$ cat src/rtl/multicycle_control.sv
// Multicycle RV32I control unit: Moore FSM sequencing fetch/decode/execute/memory/writeback.
// Latency: outputs combinational from state (PCWrite also uses zero; ALUControl/ImmSrc use op/funct).
// No backpressure: one state transition per clock, reset aborts any instruction in flight.
module multicycle_control (
  input  logic       clk,
  input  logic       reset,
  input  logic [6:0] op,
  input  logic [2:0] funct3,
  input  logic       funct7b5,
  input  logic       zero,
  output logic       PCWrite,
  output logic       AdrSrc,
  output logic       MemWrite,
  output logic       IRWrite,
  output logic [1:0] ResultSrc,
  output logic [1:0] ALUSrcA,
  output logic [1:0] ALUSrcB,
  output logic [1:0] ImmSrc,
  output logic       RegWrite,
  output logic [2:0] ALUControl,
  output logic [3:0] state
);

  typedef enum logic [3:0] {
    S_FETCH    = 4'd0,
    S_DECODE   = 4'd1,
    S_MEMADR   = 4'd2,
    S_MEMREAD  = 4'd3,
    S_MEMWB    = 4'd4,
    S_MEMWRITE = 4'd5,
    S_EXECR    = 4'd6,
    S_ALUWB    = 4'd7,
    S_EXECI    = 4'd8,
    S_JAL      = 4'd9,
    S_BEQ      = 4'd10
  } state_t;

  localparam logic [6:0] OP_LW   = 7'b0000011;
  localparam logic [6:0] OP_SW   = 7'b0100011;
  localparam logic [6:0] OP_R    = 7'b0110011;
  localparam logic [6:0] OP_IALU = 7'b0010011;
  localparam logic [6:0] OP_JAL  = 7'b1101111;
  localparam logic [6:0] OP_BEQ  = 7'b1100011;

  state_t     state_q, state_d;
  state_t     out_state;
  logic [1:0] alu_op;
  logic       branch;
  logic       pc_update;
  logic       mem_write_raw;
  logic       ir_write_raw;
  logic       reg_write_raw;

  // State register with synchronous reset back to FETCH
  always_ff @(posedge clk) begin
    if (reset) state_q <= S_FETCH;
    else       state_q <= state_d;
  end

  // Next-state logic; unused encodings and illegal opcodes fall back to FETCH
  always_comb begin
    state_d = S_FETCH;
    unique case (state_q)
      S_FETCH:  state_d = S_DECODE;
      S_DECODE: begin
        if (op == OP_LW || op == OP_SW) state_d = S_MEMADR;
        else if (op == OP_R)            state_d = S_EXECR;
        else if (op == OP_IALU)         state_d = S_EXECI;
        else if (op == OP_JAL)          state_d = S_JAL;
        else if (op == OP_BEQ)          state_d = S_BEQ;
        else                            state_d = S_FETCH;
      end
      S_MEMADR: begin
        if (op == OP_LW)      state_d = S_MEMREAD;
        else if (op == OP_SW) state_d = S_MEMWRITE;
        else                  state_d = S_FETCH;
      end
      S_MEMREAD:  state_d = S_MEMWB;
      S_MEMWB:    state_d = S_FETCH;
      S_MEMWRITE: state_d = S_FETCH;
      S_EXECR:    state_d = S_ALUWB;
      S_ALUWB:    state_d = S_FETCH;
      S_EXECI:    state_d = S_ALUWB;
      S_JAL:      state_d = S_ALUWB;
      S_BEQ:      state_d = S_FETCH;
      default:    state_d = S_FETCH;
    endcase
  end

  // While reset is high the muxes present FETCH values so the datapath sees a clean start
  assign out_state = reset ? S_FETCH : state_q;

  // Moore output decode from (effective) state
  always_comb begin
    AdrSrc        = 1'b0;
    ResultSrc     = 2'b00;
    ALUSrcA       = 2'b00;
    ALUSrcB       = 2'b00;
    alu_op        = 2'b00;
    branch        = 1'b0;
    pc_update     = 1'b0;
    mem_write_raw = 1'b0;
    ir_write_raw  = 1'b0;
    reg_write_raw = 1'b0;
    unique case (out_state)
      S_FETCH: begin
        ir_write_raw = 1'b1;
        ALUSrcB      = 2'b10;
        ResultSrc    = 2'b10;
        pc_update    = 1'b1;
      end
      S_DECODE: begin
        ALUSrcA = 2'b01;
        ALUSrcB = 2'b01;
      end
      S_MEMADR: begin
        ALUSrcA = 2'b10;
        ALUSrcB = 2'b01;
      end
      S_MEMREAD: begin
        AdrSrc = 1'b1;
      end
      S_MEMWB: begin
        ResultSrc     = 2'b01;
        reg_write_raw = 1'b1;
      end
      S_MEMWRITE: begin
        AdrSrc        = 1'b1;
        mem_write_raw = 1'b1;
      end
      S_EXECR: begin
        ALUSrcA = 2'b10;
        alu_op  = 2'b10;
      end
      S_ALUWB: begin
        reg_write_raw = 1'b1;
      end
      S_EXECI: begin
        ALUSrcA = 2'b10;
        ALUSrcB = 2'b01;
        alu_op  = 2'b10;
      end
      S_JAL: begin
        ALUSrcA   = 2'b01;
        ALUSrcB   = 2'b10;
        pc_update = 1'b1;
      end
      S_BEQ: begin
        ALUSrcA = 2'b10;
        alu_op  = 2'b01;
        branch  = 1'b1;
      end
      default: ;
    endcase
  end

  // Enables are gated by reset so an aborted instruction never writes state
  assign PCWrite  = ~reset & (pc_update | (branch & zero));
  assign MemWrite = ~reset & mem_write_raw;
  assign IRWrite  = ~reset & ir_write_raw;
  assign RegWrite = ~reset & reg_write_raw;
  assign state    = state_q;

  // ALU decoder: subtract only for R-type with funct7[5] set (addi never subtracts)
  always_comb begin
    ALUControl = 3'b000;
    unique case (alu_op)
      2'b00: ALUControl = 3'b000;
      2'b01: ALUControl = 3'b001;
      2'b10: begin
        unique case (funct3)
          3'b000:  ALUControl = (op[5] & funct7b5) ? 3'b001 : 3'b000;
          3'b010:  ALUControl = 3'b101;
          3'b110:  ALUControl = 3'b011;
          3'b111:  ALUControl = 3'b010;
          default: ALUControl = 3'b000;
        endcase
      end
      default: ALUControl = 3'b000;
    endcase
  end

  // Immediate format follows the opcode in every state
  always_comb begin
    ImmSrc = 2'b00;
    if (op == OP_SW)       ImmSrc = 2'b01;
    else if (op == OP_BEQ) ImmSrc = 2'b10;
    else if (op == OP_JAL) ImmSrc = 2'b11;
    else                   ImmSrc = 2'b00;
  end

endmodule

$ cat config.mk
export PLATFORM = sky130hd
export DESIGN_NAME = multicycle_control
export DESIGN_NICKNAME = d
export VERILOG_FILES = /design/src/rtl/multicycle_control.sv
export SDC_FILE = /design/constraint.sdc
export NUM_CORES = 1
export LEC_CHECK = 0
export BUFFER_PORTS_ARGS = -buffer_cell sky130_fd_sc_hd__buf_4
export CAP_MARGIN = 15
export CORE_AREA = 2 2 39 41
export CTS_BUF_LIST = sky130_fd_sc_hd__clkbuf_8
export CTS_CLUSTER_DIAMETER = 100
export DETAILED_ROUTE_END_ITERATION = 10
export DIE_AREA = 0 0 41 43
export PLACE_DENSITY = 0.82
export SYNTH_ARGS = -nofsm -noshare
export SYNTH_HDL_FRONTEND = slang
export SYNTH_SLANG_ARGS = --single-unit
$ cat constraint.sdc
create_clock -name clk -period 4.1 [get_ports clk]
set_input_delay 0.41 -clock clk [delete_from_list [all_inputs] [get_ports clk]]
set_output_delay 0.41 -clock clk [all_outputs]
set_load 0.02 [all_outputs]
### Yosys cells after proc, flatten, opt, wreduce, memory -nomap -nowiden

Cells that the tools add are included.

| operators by class | value |
|---|---|
| equality and inequality tests | 27 |
| muxes and demuxes | 25 |
| bitwise gates (word level) | 8 |
| reductions and logical operators | 12 |

Operator list:

| cell | number |
|---|---|
| two-way mux 4 bit | 6 |
| == test 4 x 3 -> 1 bit, second input constant | 5 |
| == test 4 bit, second input constant | 5 |
| case mux 4 bit (5 select lines) | 1 |
| == test 4 x 2 -> 1 bit, second input constant | 4 |
| case mux 2 bit (2 select lines) | 4 |
| == test 7 x 6 -> 1 bit, second input constant | 2 |
| == test 7 bit, second input constant | 2 |
| case mux 3 bit (4 select lines) | 1 |
| OR reduction 2 bit | 5 |
| == test 4 x 1 -> 1 bit, second input constant | 2 |
| logical NOT 4 bit | 2 |
| == test 7 x 2 -> 1 bit, second input constant | 1 |
| == test 7 x 5 -> 1 bit, second input constant | 1 |
| two-way mux 1 bit | 7 |
| bitwise AND 1 bit | 6 |
| == test 3 bit, second input constant | 2 |
| two-way mux 2 bit | 3 |
| two-way mux 3 bit | 2 |
| case mux 3 bit (2 select lines) | 1 |
| OR reduction 3 bit | 2 |
| OR reduction 4 bit | 1 |
| == test 3 x 2 -> 1 bit, second input constant | 1 |
| logical NOT 3 bit | 1 |
| 5 further kinds | 5 |

| word-level totals | value |
|---|---|
| bits in registers | 4 |
| bits of input ports | 14 |
| output and inout port bits | 20 |
| word-level logic and storage cells | 73 |

### Depth between registers and ports, before layout

| depth | value |
|---|---|
| depth after elaboration | 7 |
| gate-level depth with buffers | 7 |
| mapped depth without buffers | 7 |

### Worst setup path before layout

OpenSTA, ideal clock, no wires.

| timing path | value |
|---|---|
| path kind | register -> output |
| from | register state_q[3] (netlist: state[3]) |
| to | output port ALUControl[1] |
| arrival time | 1831 ps |
| required time | 3690 ps |
| setup slack | 1859 ps |
| stages on the path, launching flop included | 6 |
| buffers on the path | 2 |
| cell sequence | dfxtp_1 > clkbuf_1 > buf_2 > nand3_1 > ha_1 > nor3b_1 |

| between the ends | value |
|---|---|
| word-level cells in the longest chain between the ends | 6 |
| elaborated cells between the ends (all ways) | 9 |
| classes of those cells | 5 x eq/ne; 3 x mux; 1 x reduce/logical |

Ends and longest elaborated chain:

| item | RTL line | RTL |
|---|---|---|
| start: declaration | 45 | `state_t state_q, state_d;` |
| start signal: assignment | 57 | `else state_q <= state_d;` |
| two-way mux 4 bit * | 91 | `assign out_state = reset ? S_FETCH : state_q;` |
| == test 4 bit / == test 4 x 3 -> 1 bit (equally long branches) | 105 | `unique case (out_state)` |
| OR reduction 2 bit (no line) | -- |  |
| case mux 2 bit (2 select lines) * | 105 |  |
| == test 2 bit / == test 2 x 1 -> 1 bit (equally long branches) | 167 | `unique case (alu_op)` |
| case mux 3 bit (2 select lines) * | 167 |  |
| end: declaration | 20 | `output logic [2:0] ALUControl,` |

Mark *: on every way between the ends. The rest lies on a longest branch, timed or not.

### Worst setup path after layout

| timing path | value |
|---|---|
| from | register state_q[2] (netlist: state[2]) |
| to | output port ALUControl[1] |

The elaborated chain is that of the path after synthesis.

==> results_dict.tcl <==
set metrics [dict create \
    yosysTopAreaCell "dfxtp_1" \
    yosys-top-cells-area "dfxtp_1 (13%), nor2_1 (6.1%), nor3b_1 (4.9%)" \
    synth_seq_cells 4 \
    power_density_nw_per_um2 203 \
    clock_latency_ns 0.22 \
    rsz0062_at_grt "no" \
    antenna_found_initial 0 \
    cts_tree "built" \
    ys_warn_count 0 \
    finalSetupTns_ns 0 \
    cp.arrival_ns 2.10 \
    clockPowerShare 0.472 \
    synth_seq_area_share 0.131 \
    clock.fmax_ghz 0.399 \
    netlist-cell-type-count 42 \
    netlist_area_um2 611 \
    viasPerCell 5.62 \
    fin_worst_skew_ns 0.00467 \
    grt_pass1_wl_um 2560 \
    max_cap_violations 0 \
    reg2regPathDepth 4 \
    switchingPower_mw 0.0516 \
    die_area_um2 1760 \
    drive_above_1_share 0.350 \
    min_path_type "in2reg" \
    critPathRequiredTime_ns 3.69 \
    cts_resized 0 \
    vias 748 \
    p_seq_frac 0.250 \
    cp-start-kind "flip-flop" \
    combPwrFrac 0.278 \
    totalWireLength_um 1620 \
    final-hold-violation-count 0 \
    largest_reg_flops 4 \
    drc 0 \
    syn_area_per_cell_um2 6.86 \
    layout.nets 135 \
    cts.sinks 4 \
    stdcell_count 133 \
    grt_pass1_vias 656 \
    synth_top_flop_cell "dfxtp_1" \
    cts_setup_buffers 0 \
    ant_nets 0 \
    worstSetupPathType "reg2out" \
    postSynthCellCount 89 \
    finalSetupViolCount 0 \
    numPlacedInstances 130 \
    cts_max_level 1 \
    die_h_um 43 \
    synth.top_cell.area_share 0.131 \
    start_util 0.441 \
    cts_hold_buf 0 \
    clkTransAtPathRegs_ns 0.03 \
    worstHoldPathCells 3 \
    rows 14 \
    cts_buffers 3 \
    syn_nets 105 \
    antenna_cells 0 \
    fp.coreArea_um2 1380 \
    hpwlAfterDp_um 1210 \
    critPathMaxFanout 14 \
    synthArstFlopShare 0 \
    ios 34 \
    gp_congestion 0.802 \
    slew_violations 0 \
    cts_root_buf "clkbuf_8" \
    syn_to_final_growth_pct 43.6 \
    port-buffer-count 33 \
    p_leak_nw 0.409 \
    period_minus_slack_ns 2.51 \
    swShare 0.289 \
    clk_path_buf_depth 2 \
    firstDrtPassIters 4 \
    finalCritPeriodShare 0.612 \
    drt_iter0_drc 18 \
    outcome "complete, no violations" \
    grt_overflow 0 \
    die_w_um 41 \
    max_slew.worst_pin.slew_ns 0.567 \
    wl_per_cell_um 12.2 \
    grt_use_total 0.206 \
    ir_worst_vdd_mv 0.144 \
    critPathCaptureType "output pin" \
    power.internal_mw 0.127 \
    grt_max_degree 18 \
    relSlewSlack 0.622 \
    nFillCells 134 \
    synth-edff-count 0 \
]
-- cell usage after synthesis (2+ instances only) --
master    count
nor4_1        3
xnor2_1       2
ha_1          2
clkbuf_1      3
a31oi_1       3
buf_2         4
dfxtp_1       4
a21oi_1       3
nor3_1        5
nor3b_1       4
inv_1         7
nor2b_1       2
nand2_1       6
or3_1         3
nor2_1       10
xor2_1        2
-- per-stage QoR --
stage / worst slack (ns) / area (um^2) / util / power, mW / hold slack, ns
floorplan: 1.86 / 611 / - / 0.0730 / 0.635
global placement: 1.90 / 836 / 0.604 / 0.0936 / 0.751
detailed placement: 1.83 / 836 / 0.604 / 0.0943 / 0.754
CTS: 1.60 / 877 / 0.634 / 0.179 / 0.548
global route: 1.39 / 877 / 0.634 / 0.185 / 0.561
finish: 1.59 / 877 / 0.634 / 0.178 / 0.545
-- cells in the final DEF, fill, tap and decap left out, drive strengths merged, types with 2 or more instances in the layout --
cell type / synthesis / layout
nor3: 7 / 7
or3: 4 / 4
nand2: 6 / 6
xnor2: 2 / 2
xor2: 2 / 2
nor2: 10 / 10
nor4: 3 / 3
inv: 8 / 8
o21ai: 2 / 2
nor3b: 4 / 4
clkbuf: 3 / 3
ha: 2 / 2
buf: 5 / 33
dfxtp: 4 / 4
nor2b: 2 / 2
a21oi: 3 / 3
a31oi: 3 / 3
-- power groups by stage --
stage                     Clock (mW)  Sequential, mW  Combinational [mW]
after detailed placement           0          0.0448              0.0496
after global placement             0          0.0447              0.0489
after global routing          0.0865          0.0447              0.0542
final                         0.0841          0.0446              0.0496
after CTS                     0.0846          0.0442              0.0497
after floorplan                    0          0.0431              0.0298
-- worst max-delay path, cell delays in order (launching register included) --
cell and delay [ns]:
dfxtp_1 0.61, nor2_1 0.16, and2_1 0.21, a21oi_1 0.16, nor3_1 0.07, ha_1 0.31, nor3b_1 0.18, buf_4 0.17
-- area by class of cell --
class | count | area [um^2] | share of cell area
Sequential cell | 4 | 80.1 | 0.0913
Clock buffer | 3 | 41.3 | 0.0471
Tap cell | 16 | 20.0 | 0.0228
Multi-Input combinational cell | 69 | 458 | 0.522
Timing Repair Buffer | 33 | 248 | 0.282
Inverter | 8 | 30.0 | 0.0342
-- logic make-up after synthesis --
| family | after synthesis | share of synthesized area |
|---|---|---|
| and+or+nand+nor | 43 | 0.412 |
| AOI/OAI and AO/OA | 19 | 0.223 |
| adders and majority gates | 3 | 0.0574 |
| xor gates and xnor gates | 4 | 0.0574 |
| DFF | 4 | 0.131 |
| buffers and inverters | 16 | 0.119 |
-- per-layer routing --
layer | wire length, um | GRT usage | up-vias
li1 | - | - | 375
met1 | 736 | 0.255 | 345
met2 | 771 | 0.313 | 26
met3 | 100 | 0.0628 | 2
met4 | 16 | 0.0933 | 0
met5 | 0 | 0 | -
-- worst paths after layout --
kind	endpoint	slack [ns]	startpoint
min	state[3]	0.54	op[2]
max reg2reg	state[2]	2.61	state[1]
max	ALUControl[1]	1.59	state[2]
min reg2reg	state[1]	0.77	state[2]
Note: power is estimated with default switching activity, not from simulation.
